File: src/rtl/instruction_fetch_unit.sv
// Instruction fetch sequencer: owns the PC, fetches from a combinational instruction
// memory into a 2-entry FIFO and hands instructions to decode over valid/ready.
module instruction_fetch_unit #(
    parameter int unsigned AWIDTH = 6,
    parameter int unsigned RWIDTH = 32
) (
    input  logic              clk,
    input  logic              rst_n,
    input  logic              run,
    input  logic              redirect_valid,
    input  logic [AWIDTH-1:0] redirect_addr,
    output logic [AWIDTH-1:0] imem_addr,
    input  logic [RWIDTH-1:0] imem_data,
    output logic              inst_valid,
    output logic [RWIDTH-1:0] inst_data,
    output logic [AWIDTH-1:0] inst_pc,
    input  logic              inst_ready,
    output logic [1:0]        fetch_state,
    output logic [15:0]       inst_count
);

    localparam int unsigned CW = 16;

    typedef enum logic [1:0] {
        IDLE  = 2'd0,
        FETCH = 2'd1,
        FULL  = 2'd2
    } state_e;

    state_e            state_q, state_d;
    logic [AWIDTH-1:0] pc_q, pc_d;
    logic [1:0]        cnt_q, cnt_d;
    logic              valid_q, valid_d;
    logic [RWIDTH-1:0] e0_data_q, e0_data_d, e1_data_q, e1_data_d;
    logic [AWIDTH-1:0] e0_pc_q, e0_pc_d, e1_pc_q, e1_pc_d;
    logic [CW-1:0]     icount_q, icount_d;
    logic              pop, fetch;

    // State register
    always_ff @(posedge clk) begin
        if (!rst_n) begin
            state_q   <= IDLE;
            pc_q      <= '0;
            cnt_q     <= '0;
            valid_q   <= 1'b0;
            e0_data_q <= '0;
            e0_pc_q   <= '0;
            e1_data_q <= '0;
            e1_pc_q   <= '0;
            icount_q  <= '0;
        end else begin
            state_q   <= state_d;
            pc_q      <= pc_d;
            cnt_q     <= cnt_d;
            valid_q   <= valid_d;
            e0_data_q <= e0_data_d;
            e0_pc_q   <= e0_pc_d;
            e1_data_q <= e1_data_d;
            e1_pc_q   <= e1_pc_d;
            icount_q  <= icount_d;
        end
    end

    // Next-state: FIFO (entry 0 is the head), PC, counter and observational FSM
    always_comb begin
        state_d   = state_q;
        pc_d      = pc_q;
        cnt_d     = cnt_q;
        e0_data_d = e0_data_q;
        e0_pc_d   = e0_pc_q;
        e1_data_d = e1_data_q;
        e1_pc_d   = e1_pc_q;
        icount_d  = icount_q;

        pop   = valid_q & inst_ready;
        fetch = run & ~redirect_valid & ((cnt_q != 2'd2) | pop);

        if (pop && (icount_q != {CW{1'b1}})) begin
            icount_d = icount_q + CW'(1);
        end

        if (redirect_valid) begin
            cnt_d = 2'd0;
            pc_d  = redirect_addr;
        end else begin
            if (fetch) begin
                pc_d = pc_q + AWIDTH'(1);
            end
            case ({pop, fetch})
                2'b11: begin
                    if (cnt_q == 2'd2) begin
                        e0_data_d = e1_data_q;
                        e0_pc_d   = e1_pc_q;
                        e1_data_d = imem_data;
                        e1_pc_d   = pc_q;
                    end else begin
                        e0_data_d = imem_data;
                        e0_pc_d   = pc_q;
                    end
                end
                2'b10: begin
                    // A lone entry stays in place so the outputs hold their last value
                    if (cnt_q == 2'd2) begin
                        e0_data_d = e1_data_q;
                        e0_pc_d   = e1_pc_q;
                    end
                    cnt_d = cnt_q - 2'd1;
                end
                2'b01: begin
                    if (cnt_q == 2'd0) begin
                        e0_data_d = imem_data;
                        e0_pc_d   = pc_q;
                    end else begin
                        e1_data_d = imem_data;
                        e1_pc_d   = pc_q;
                    end
                    cnt_d = cnt_q + 2'd1;
                end
                default: ;
            endcase
        end

        valid_d = (cnt_d != 2'd0);

        case (state_q)
            IDLE: begin
                if (run) state_d = FETCH;
            end
            FETCH: begin
                if (!run)                                  state_d = IDLE;
                else if ((cnt_d == 2'd2) && !redirect_valid) state_d = FULL;
            end
            FULL: begin
                if (pop || redirect_valid) state_d = run ? FETCH : IDLE;
            end
            default: state_d = IDLE;
        endcase
    end

    assign imem_addr   = pc_q;
    assign inst_valid  = valid_q;
    assign inst_data   = e0_data_q;
    assign inst_pc     = e0_pc_q;
    assign fetch_state = state_q;
    assign inst_count  = icount_q;

endmodule

File: config.mk
export PLATFORM = sky130hd
export DESIGN_NAME = instruction_fetch_unit
export DESIGN_NICKNAME = d
export VERILOG_FILES = /design/src/rtl/instruction_fetch_unit.sv
export SDC_FILE = /design/constraint.sdc
export NUM_CORES = 1
export LEC_CHECK = 0
export BUFFER_PORTS_ARGS = -buffer_cell sky130_fd_sc_hd__buf_2
export CORE_UTILIZATION = 45
export DETAILED_ROUTE_END_ITERATION = 8
export GPL_ROUTABILITY_DRIVEN = 0
export PLACE_DENSITY_LB_ADDON = 0.05
export RECOVER_POWER = 25
export SLEW_MARGIN = 5
export SYNTH_ARGS = -nofsm -noshare
export SYNTH_HDL_FRONTEND = slang
export SYNTH_SLANG_ARGS = --single-unit
File: constraint.sdc
create_clock -name clk -period 2.1 [get_ports clk]
set_clock_uncertainty 0.15 [all_clocks]
set_input_delay 0.42 -clock clk [delete_from_list [all_inputs] [get_ports clk]]
set_output_delay 0.42 -clock clk [all_outputs]
set_load 0.01 [all_outputs]
# Word-level counts from Yosys, hierarchy flattened
# Index checks and enable logic that the tools add are counted.
[op_classes]
addsub = 4
eq_ne = 16
n_mux = 24
bitwise_logic = 5
n_reduce_logical = 13
[op_table]
columns = ["operator", "n"]
rows = [
  ["$mux 32", 5],
  ["$pmux 32 s3", 1],
  ["$pmux 32 s2", 1],
  ["$mux 6", 7],
  ["$pmux 6 s3", 1],
  ["$add 16x1->16 const B", 1],
  ["$ne 16x16->1 const B", 1],
  ["$ne 2x2->1 const B", 7],
  ["$pmux 6 s2", 1],
  ["$eq 2x2->1 const B", 5],
  ["$mux 2", 5],
  ["$reduce_and 4->1", 2],
  ["$add 6x1->6 const B", 1],
  ["$pmux 2 s3", 1],
  ["$reduce_bool 2->1", 3],
  ["$eq 2x1->1 const B", 2],
  ["$logic_not 2->1", 2],
  ["$pmux 2 s2", 1],
  ["$and 1x1->1", 3],
  ["$ne 3x3->1 const B", 1],
  ["$reduce_and 3->1", 1],
  ["$reduce_bool 3->1", 1],
  ["$add 2x1->2 const B", 1],
  ["$logic_and 1x1->1", 2],
  ["6 further kinds", 6],
]
[totals]
regBits = 103
inputBits = 43
output_inout_bits = 63
elab_cells = 71

# Depth between registers and ports, before layout
# Gate-level depths: netlist of the first run.
[logic_depth]
depth_word = 11
mapped_depth = 7
ltp_nobuf = 5

# Worst setup path after synthesis of the first run
# OpenSTA, ideal clock, no wires.
[synth_timing]
path_kind = "in2reg"
from = "input port redirect_valid"
to = "register e0_pc_q[3], in the netlist inst_pc[3]"
setup_time_ns = 0.122
arrival_time_ns = 1.830
slack_ns = -0.002
stages = 7
path_cell_list = "clkbuf_1 nand2b_4 a21o_1 buf_6 buf_6 mux2_4 o311a_1"
[synth_via]
elab_chain_cells = 6
[synth_rtl]
columns = ["element", "line_no", "source"]
rows = [
  ["start: declaration", "10", "input logic redirect_valid,"],
  ["$not 1->1 (no line) (*)", "--", ""],
  ["$and 1x1->1 (2 in series)", "76", "fetch = run & ~redirect_valid & ((cnt_q != 2'd2) | pop);"],
  ["$eq 2x1->1 / $eq 2x2->1 (equally long branches)", "89", "case ({pop, fetch})"],
  ["$ne 2x2->1 (no line) / $reduce_bool 3->1 (equally long branches)", "--", ""],
  ["$reduce_and 4->1 (no line)", "--", ""],
  ["end signal: assignment", "57", "e0_pc_q <= e0_pc_d;"],
  ["end: declaration", "35", "logic [AWIDTH-1:0] e0_pc_q, e0_pc_d, e1_pc_q, e1_pc_d;"],
]
# Mark *: on every way between the ends. The rest lies on a longest branch, timed or not.
# A chain may end at the register's enable or synchronous reset.

# Worst setup path after layout of the first run
[layout_timing]
from = "register valid_q, in the netlist inst_valid"
to = "register icount_q[12], in the netlist inst_count[12]"
[layout_via]
elab_chain_cells = 2
[layout_rtl]
columns = ["element", "line_no", "source"]
rows = [
  ["start: declaration", "33", "logic valid_q, valid_d;"],
  ["start signal: assignment", "55", "valid_q <= valid_d;"],
  ["$and 1x1->1", "75", "pop = valid_q & inst_ready;"],
  ["$logic_and 1x1->1", "78", "if (pop && (icount_q != {CW{1'b1}})) begin"],
  ["end signal: assignment", "60", "icount_q <= icount_d;"],
  ["end: declaration", "36", "logic [CW-1:0] icount_q, icount_d;"],
]
# Every way passes these cells.

==> impl_metrics.env, run 1 <==
export IMPL_status="finished, final reports clean"
export IMPL_route_vias_total=4191
export IMPL_grt_pass1_wl_mm=18.5
export IMPL_antenna_found_initial=0
export IMPL_remaining_drc_errors=0
export IMPL_dieHeight_um=106
export IMPL_synth_area_um2=4830
export IMPL_post_place_ws_ps=55.7
export IMPL_io_pins=106
export IMPL_ys_warn_count=0
export IMPL_max_freq_mhz=513
export IMPL_drtIter0Drc=251
export IMPL_clk_pin_slew_worst_paths_ps=100
export IMPL_critPathLaunchType="flip-flop"
export IMPL_synth_edff_count=0
export IMPL_fp_dieW_um=106
export IMPL_grt_setup_unrepaired="no"
export IMPL_syn_area_per_cell_um2=9.30
export IMPL_first_pass_iters=4
export IMPL_p_per_area_nw_per_um2=667
export IMPL_synth_async_sr_flop_share_pct=0
export IMPL_relSlewSlack_pct=66.1
export IMPL_stdcell_count=760
export IMPL_grt_ovfl_total=0
export IMPL_cts_buffers_inserted=9
export IMPL_dpl_cell_count=743
export IMPL_setup_slack_ps=150
export IMPL_syn_nets=564
export IMPL_setup_viol=0
export IMPL_track_usage_pct=20.6
export IMPL_final_layout_size_suffix_gt1_share_pct=25.2
export IMPL_syn_inst=519
export IMPL_yosysUniqueCellTypes=51
export IMPL_area_growth_pct=19.7
export IMPL_drv_cap=0
export IMPL_hold_violations=0
export IMPL_grt_start_max_net_pins=81
export IMPL_cts_path_max_buffers=2
export IMPL_fin_tns_setup_ps=0
export IMPL_p_leak_nw=2.22
export IMPL_port_buffers=105
export IMPL_final_period_utilization_pct=92.9
export IMPL_drv_slew=0
export IMPL_ys_seq_elements=103
export IMPL_detail_route_vias_per_cell=5.51
export IMPL_finalPower_mw=3.85
export IMPL_hold_path_class="primary input to flip-flop"
export IMPL_period_needed_ps=1950
export IMPL_routed_wl_mm=11.4
export IMPL_rows=37
export IMPL_clk_insertion_delay_late_ps=370
export IMPL_crit_arrival_ps=2110
export IMPL_worstSetupPathType="flip-flop to flip-flop"
export IMPL_fp_coreArea_um2=10400
export IMPL_start_util_pct=46.5
export IMPL_grt_pass1_vias=3863
export IMPL_ir_worst_vdd_mv=0.306
export IMPL_htreeDepth=3
export IMPL_end_kind="flip-flop"
export IMPL_n_antenna_cell=0
export IMPL_final_antenna_net_count=0
export IMPL_wire_per_inst_um=15.0
export IMPL_critPathMaxFanout=8
export IMPL_cts_tree="yes"
export IMPL_die_area_um2=11100
export IMPL_clock_sinks=103
export IMPL_hpwlAfterDp_mm=7.61
export IMPL_worstMarginPinSlew_ps=496
export IMPL_cts_root_buffer="clkbuf_8"
export IMPL_nNetsFinal=664
export IMPL_synth_ff_type="dfxtp_1"
export IMPL_ys_seq_area_share_pct=42.7
export IMPL_cp_required_ps=2260
export IMPL_hold_worst_slack_ps=137
## worst paths after layout
path	slack, ps	from	cells after the start	to
worst max-delay path	150	inst_valid$_SDFF_PN0_	5	inst_count[12]$_SDFFE_PN0P_
worst min-delay path	140	imem_data[8]	3	e1_data_q[8]$_SDFFE_PN0P_
worst max register to register	150	inst_valid$_SDFF_PN0_	5	inst_count[12]$_SDFFE_PN0P_
worst min register to register	310	e1_data_q[26]$_SDFFE_PN0P_	2	e1_data_q[26]$_SDFFE_PN0P_
## layout make-up
cell class,instances,area [um^2]
Inverter,7,26.3
Clock buffer,9,124
Sequential cell,103,2060
Fill cell,991,4590
Timing Repair Buffer,134,781
Clock inverter,7,55.1
Multi-Input combinational cell,364,2560
Tap cell,136,170
## layout by cell type, fill, tap and decap left out, types with 4 or more instances in the layout
cell type / count
dfxtp_1: 102
nand2_1: 99
buf_2: 65
a21oi_1: 54
clkbuf_1: 40
o21bai_1: 39
o311a_1: 38
buf_4: 22
mux2_4: 20
mux2_2: 18
o21ai_0: 10
clkbuf_8: 9
nand4_1: 8
mux2i_1: 7
buf_12: 7
inv_1: 6
a211oi_1: 5
nor2_1: 5
or4_1: 4
or3_1: 4
## critical path, cell delays in order, from the launching register on
cell	delay, ps
dfxtp_1	430
buf_4	160
nand2_1	200
a211o_1	400
or4_1	410
a21oi_1	150
## cells in the mapped netlist (3+ instances only)
cell type  count  area (um^2)
a211oi_1       5         37.5
o311a_1       38          380
clkbuf_1      30          113
dfxtp_1      103         2060
nand2b_1       3         18.8
mux2i_1        7         70.1
buf_2          7         35.0
a21oi_1       55          275
mux2_4        20          300
nand2_1       99          372
mux2_2        18          203
inv_1          6         22.5
and3_1         3         18.8
nor2_1         5         18.8
o31ai_1        3         22.5
nand4_1        8         50.1
or3_1          4         25.0
or4_1          4         30.0
buf_1          3         11.3
a2111o_1       3         33.8
o21ai_0       10         50.1
and4_1         3         26.3
nand3_1        3         15.0
buf_6          3         33.8
xnor2_1        3         26.3
o21bai_1      40          300
## what timing repair did
item / in CTS / in global routing
resized for setup: 0 / 2
buffers inserted: 0 / 1
setup endpoints to repair: 0 / 3
hold buffers: 0 / 0
## through the flow
step / utilization (%) / area, um^2
2_1_floorplan: - / 4830
3_3_place_gp: 54.4 / 5640
3_5_place_dp: 54.4 / 5640
4_1_cts: 56.1 / 5820
5_1_grt: 55.7 / 5780
6_report: 55.7 / 5780
## sequential cells by signal (all words and copies together), names as in the netlist
register / count
imem_addr: 6
fetch_state: 2
inst_data: 32
e1_pc_q: 6
e1_data_q: 32
inst_pc: 6
inst_valid: 1
inst_count: 16
cnt_q: 2
## power breakdown
part           switching [mW]  internal [mW]
Combinational           0.308          0.296
Clock                   0.718          0.446
Sequential             0.0539           2.03
Total                    1.08           2.77
## per-layer routing
| layer | track usage, % | up-vias | wire, um |
|---|---|---|---|
| met4 | 8.04 | 0 | 156 |
| met1 | 26.6 | 1960 | 5400 |
| met3 | 3.15 | 12 | 548 |
| met2 | 34.6 | 103 | 5320 |
| li1 | - | 2116 | - |
| met5 | 0 | - | 0 |
## logic make-up after synthesis
logic type,after synthesis,synth area share [%]
xor+xnor,4,0.726
flops,103,42.7
mux,45,11.9
fa+ha+maj,2,0.518
simple gates,142,13.5
compound gates,171,25.8
buf+inv,52,4.80
(Power assumes the default switching activity.)
==> run 2: changes to the inputs <==
--- a/config.mk
+++ b/config.mk
@@ -6,7 +6,7 @@
 export NUM_CORES = 1
 export LEC_CHECK = 0
 export BUFFER_PORTS_ARGS = -buffer_cell sky130_fd_sc_hd__buf_2
-export CORE_UTILIZATION = 45
+export CORE_UTILIZATION = 49
 export DETAILED_ROUTE_END_ITERATION = 8
 export GPL_ROUTABILITY_DRIVEN = 0
 export PLACE_DENSITY_LB_ADDON = 0.05
==> run 2 against run 1 <==
Against the previous run:
- worst setup slack got worse by 29 ps
- core utilization increased by 5.6 points
- sequential share of layout area increased by 0.19 points
- critical path type unchanged
- critical endpoint is now inst_data[1]$_SDFFE_PN0P_
- largest cell class unchanged
==> impl_metrics.env, run 2 (synthesized netlist as in run 1, its figures left out) <==
export IMPL_status="finished, final reports clean"
export IMPL_area_growth_pct=19.1
export IMPL_post_place_ws_ps=38.3
export IMPL_p_leak_nw=2.20
export IMPL_worstMarginPinSlew_ps=478
export IMPL_route_vias_total=4180
export IMPL_grt_pass1_vias=3739
export IMPL_r2r_end="inst_data[1]$_SDFFE_PN0P_"
export IMPL_cp_endpoint="inst_data[1]$_SDFFE_PN0P_"
export IMPL_place_area_um2=5590
export IMPL_final_util_pct=61.3
export IMPL_drv_cap=0
export IMPL_final_period_utilization_pct=94.3
export IMPL_cts_buffers_inserted=9
export IMPL_start_util_pct=51.5
export IMPL_worstSetupPathType="flip-flop to flip-flop"
export IMPL_grt_start_max_net_pins=45
export IMPL_port_buffers=105
export IMPL_detail_route_vias_per_cell=5.59
export IMPL_final_common_cell="dfxtp_1"
export IMPL_stdcell_count=748
export IMPL_end_kind="flip-flop"
export IMPL_cp_startpoint="cnt_q[1]$_SDFF_PN0_"
export IMPL_highest_layer="met4"
export IMPL_cp_required_ps=2190
export IMPL_final_layout_size_suffix_gt1_share_pct=24.2
export IMPL_hold_violations=0
export IMPL_ir_worst_vdd_mv=0.434
export IMPL_setup_viol=0
export IMPL_setup_slack_ps=121
export IMPL_dpl_cell_count=731
export IMPL_dieHeight_um=101
export IMPL_htreeDepth=3
export IMPL_hold_worst_slack_ps=154
export IMPL_nNetsFinal=659
export IMPL_critPathLaunchType="flip-flop"
export IMPL_grt_ovfl_total=0
export IMPL_final_cell_mix="dfxtp_1, nand2_1, buf_2, a21oi_1, clkbuf_1"
export IMPL_cts_path_max_buffers=2
export IMPL_grt_setup_unrepaired="no"
export IMPL_r2r_start="cnt_q[1]$_SDFF_PN0_"
export IMPL_wire_per_inst_um=14.9
export IMPL_dr_wl_met3_um=487
export IMPL_clk_pin_slew_worst_paths_ps=100
export IMPL_finalPower_mw=3.92
export IMPL_final_antenna_net_count=0
export IMPL_antenna_found_initial=0
export IMPL_rows=35
export IMPL_fin_tns_setup_ps=0
export IMPL_critPathMaxFanout=24
export IMPL_rrSetupSlack_ps=120
export IMPL_period_needed_ps=1980
export IMPL_remaining_drc_errors=0
export IMPL_fp_dieW_um=101
export IMPL_clk_insertion_delay_late_ps=360
export IMPL_die_area_um2=10200
export IMPL_worst_r2r_path_depth=5
export IMPL_hold_buffers=0
export IMPL_n_antenna_cell=0
export IMPL_io_pins=106
export IMPL_drv_slew=0
export IMPL_crit_arrival_ps=2070
export IMPL_relSlewSlack_pct=67.3
export IMPL_track_usage_pct=21.8
export IMPL_m1WireLength_mm=5.21
export IMPL_routed_wl_mm=11.1
export IMPL_clock_sinks=103
export IMPL_hpwlAfterDp_mm=7.40
export IMPL_fp_coreArea_um2=9370
export IMPL_wl_met2_mm=5.37
export IMPL_cts_tree="yes"
export IMPL_final_cell_area_um2=5750
export IMPL_p_per_area_nw_per_um2=682
export IMPL_drtIter0Drc=129
export IMPL_num_fill_cells=861
export IMPL_max_freq_mhz=505
export IMPL_grt_pass1_wl_mm=17.8
export IMPL_first_pass_iters=5
export IMPL_hold_path_class="primary input to flip-flop"
export IMPL_cts_root_buffer="clkbuf_8"
[run 2: area by class of cell]
class,count,area (um^2),area share (%)
multi-input combinational,364,2560,44.5
sequential,103,2060,35.9
timing repair buffer,129,743,12.9
tap,129,161,2.81
clock buffer,10,128,2.22
clock inverter,6,68.8,1.20
inverter,7,26.3,0.457
[run 2: worst min-delay path by stage]
| stage | from | to | slack (ps) | cells past startpoint |
|---|---|---|---|---|
| 2_1_floorplan | e1_data_q[0]$_SDFFE_PN0P_ | e1_data_q[0]$_SDFFE_PN0P_ | 280 | 2 |
| 3_3_place_gp | e1_data_q[29]$_SDFFE_PN0P_ | e1_data_q[29]$_SDFFE_PN0P_ | 290 | 2 |
| 3_5_place_dp | e1_data_q[1]$_SDFFE_PN0P_ | e1_data_q[1]$_SDFFE_PN0P_ | 300 | 2 |
| 4_1_cts | imem_data[23] | e1_data_q[23]$_SDFFE_PN0P_ | 140 | 3 |
| 5_1_grt | imem_data[23] | e1_data_q[23]$_SDFFE_PN0P_ | 130 | 3 |
| 6_report | imem_data[10] | e1_data_q[10]$_SDFFE_PN0P_ | 150 | 3 |
[run 2: timing repair]
item                       4_1_cts  5_1_grt
buffers inserted                 0        1
setup endpoints to repair        0        2
gates resized for setup          0        1
[run 2: where the power goes]
group	internal [mW]	switching, mW	total, mW
combinational	0.291	0.304	0.595
clock	0.558	0.683	1.24
sequential	2.03	0.0528	2.09
[run 2: worst max-delay path: stages, from the launching register on]
cell and delay [ps]:
dfxtp_1 330, nor2b_1 310, a21o_2 200, buf_12 220, mux2_2 360, o311a_1 290
[run 2: per-layer routing]
metal  vias to the layer above  global-route usage, %
li1                       2099                      -
met1                      1976                   28.2
met2                        99                   37.6
met3                         6                   4.00
met4                         0                   5.35
met5                         -                      0
==> run 3: changes to the inputs <==
--- a/config.mk
+++ b/config.mk
@@ -9,6 +9,7 @@
 export CORE_UTILIZATION = 49
 export DETAILED_ROUTE_END_ITERATION = 8
 export GPL_ROUTABILITY_DRIVEN = 0
+export GPL_TIMING_DRIVEN = 0
 export PLACE_DENSITY_LB_ADDON = 0.05
 export RECOVER_POWER = 25
 export SLEW_MARGIN = 5
==> run 3 against run 2 <==
Against the previous run:
- cell count up 4.1%
- non-clock buffer count up 31
- register-to-register slack worse by 30 ps
- hold slack worse by 15 ps
- clock power down 6%
- die area unchanged
- combinational power up 1%
- sequential share of layout area down 0.057 points
- first-iteration DRC count up 29%
- critical path depth up 2
==> impl_metrics.env, run 3 (synthesized netlist as in run 1, its figures left out) <==
export IMPL_n_antenna_cell=0
export IMPL_final_cell_area_um2=5780
export IMPL_routed_wl_mm=12.3
export IMPL_fp_coreArea_um2=9370
export IMPL_remaining_drc_errors=0
export IMPL_power_switching_mw=1.10
export IMPL_io_pins=106
export IMPL_clk_pin_slew_worst_paths_ps=110
export IMPL_p_comb_share_pct=15.6
export IMPL_final_period_utilization_pct=95.8
export IMPL_fp_dieW_um=101
export IMPL_grt_pass1_vias=3967
export IMPL_hold_violations=0
export IMPL_drv_slew=0
export IMPL_final_cell_mix="nand2_1, dfxtp_1, buf_2, clkbuf_1, a21oi_1"
export IMPL_grt_start_max_net_pins=19
export IMPL_final_antenna_net_count=0
export IMPL_finalPower_mw=3.86
export IMPL_period_needed_ps=2010
export IMPL_area_growth_pct=19.7
export IMPL_clk_insertion_delay_late_ps=370
export IMPL_stdcell_count=779
export IMPL_ir_worst_vdd_mv=0.379
export IMPL_cp_cell_sequence="and2_1, buf_4, a21o_1, buf_6, buf_8, mux2_4, o311a_1"
export IMPL_p_leak_nw=2.25
export IMPL_start_util_pct=51.5
export IMPL_cts_buffers_inserted=9
export IMPL_final_layout_size_suffix_gt1_share_pct=24.8
export IMPL_p_int_mw=2.77
export IMPL_hold_path_class="primary input to flip-flop"
export IMPL_grt_pass1_wl_mm=19.6
export IMPL_cts_root_buffer="clkbuf_8"
export IMPL_status="finished, final reports clean"
export IMPL_drv_cap=0
export IMPL_p_sw_share_pct=28.4
export IMPL_p_per_area_nw_per_um2=668
export IMPL_worstMarginPinSlew_ps=541
export IMPL_critPathMaxFanout=10
export IMPL_cts_path_max_buffers=2
export IMPL_rows=35
export IMPL_nNetsFinal=690
export IMPL_clockPowerShare_pct=30.2
export IMPL_place_area_um2=5500
export IMPL_die_area_um2=10200
export IMPL_setup_slack_ps=87.6
export IMPL_relSlewSlack_pct=63.9
export IMPL_p_seq_share_pct=54.2
export IMPL_final_common_cell="nand2_1"
export IMPL_wire_per_inst_um=15.7
export IMPL_cp_required_ps=2210
export IMPL_crit_slowest_cell="dfxtp_4"
export IMPL_worstSetupPathType="flip-flop to flip-flop"
export IMPL_setup_viol=0
export IMPL_final_util_pct=61.6
export IMPL_crit_arrival_ps=2120
export IMPL_dpl_cell_count=751
export IMPL_detail_route_vias_per_cell=5.64
export IMPL_hold_worst_slack_ps=139
export IMPL_fin_tns_setup_ps=0
export IMPL_max_freq_mhz=497
export IMPL_dieHeight_um=101
export IMPL_antenna_found_initial=0
export IMPL_drtIter0Drc=166
export IMPL_post_place_ws_ps=-261
export IMPL_num_fill_cells=875
export IMPL_first_pass_iters=4
export IMPL_port_buffers=103
export IMPL_end_kind="flip-flop"
export IMPL_cts_tree="yes"
export IMPL_htreeDepth=3
export IMPL_grt_ovfl_total=0
export IMPL_track_usage_pct=24.3
export IMPL_critPathLaunchType="flip-flop"
export IMPL_critical_path_max_stage_delay_ps=380
export IMPL_clock_sinks=103
export IMPL_hpwlAfterDp_mm=8.66
export IMPL_route_vias_total=4391
==> run 3: cell types whose count changed in the layout (fill, tap and decap cells not counted), sizes merged <==
cell      previous run  this run
bufinv               1         0
clkbuf              50        79
clkinv               2         3
clkinvlp             3         1
buf                 89        91
inv                  7         9
==> run 3: final cells by class <==
type	instances	area [um^2]	area share (%)
Multi-Input combinational cell	364	2550	44.2
Buffer	45	231	4.01
Sequential cell	103	2070	35.8
Tap cell	129	161	2.79
Inverter	7	26.3	0.455
Timing Repair Buffer	115	557	9.64
Clock inverter	6	50.0	0.866
Clock buffer	10	128	2.21
==> run 3: worst paths after layout <==
kind,end,slack [ps],start,cells past startpoint
worst max-delay path,inst_data[14]$_SDFFE_PN0P_,90,inst_valid$_SDFF_PN0_,7
worst min-delay path,e1_data_q[8]$_SDFFE_PN0P_,140,imem_data[8],3
worst max register to register,inst_data[14]$_SDFFE_PN0P_,90,inst_valid$_SDFF_PN0_,7
worst min register to register,e1_data_q[8]$_SDFFE_PN0P_,310,e1_data_q[8]$_SDFFE_PN0P_,2
==> run 3: repair_timing <==
| action | in CTS | in global routing |
|---|---|---|
| hold buffers | 0 | 0 |
| gates resized for setup | 12 | 15 |
| pin swaps | 0 | 2 |
| buffers inserted | 0 | 12 |
| endpoints found under the setup margin | 70 | 58 |
==> run 3: worst max-delay path, delay by kind of cell, from the launching register on <==
family | cells | cell delay (ps)
AO/OA/AOI/OAI | 2 | 470
buffers and inverters | 3 | 450
flip-flops | 1 | 380
AND/OR/NAND/NOR | 1 | 160
multiplexers | 1 | 290
==> run 3: power by group through the flow <==
stage | logic, mW | clock network (mW) | registers (mW)
2_1_floorplan | 0.361 | 0 | 2.15
3_3_place_gp | 0.587 | 0 | 2.13
3_5_place_dp | 0.597 | 0 | 2.13
5_1_grt | 0.662 | 1.26 | 2.10
6_report | 0.603 | 1.17 | 2.09
4_1_cts | 0.603 | 1.19 | 2.09
==> run 3: metal layers <==
metal / global-route usage (%) / share of wire (%) / up-vias / routed length, um
met4: 7.02 / 1.3 / 0 / 157
met3: 4.07 / 4.7 / 12 / 579
li1: - / - / 2166 / -
met2: 38.6 / 47 / 112 / 5710
met5: 0 / 0 / - / 0
met1: 34.1 / 47 / 2101 / 5820
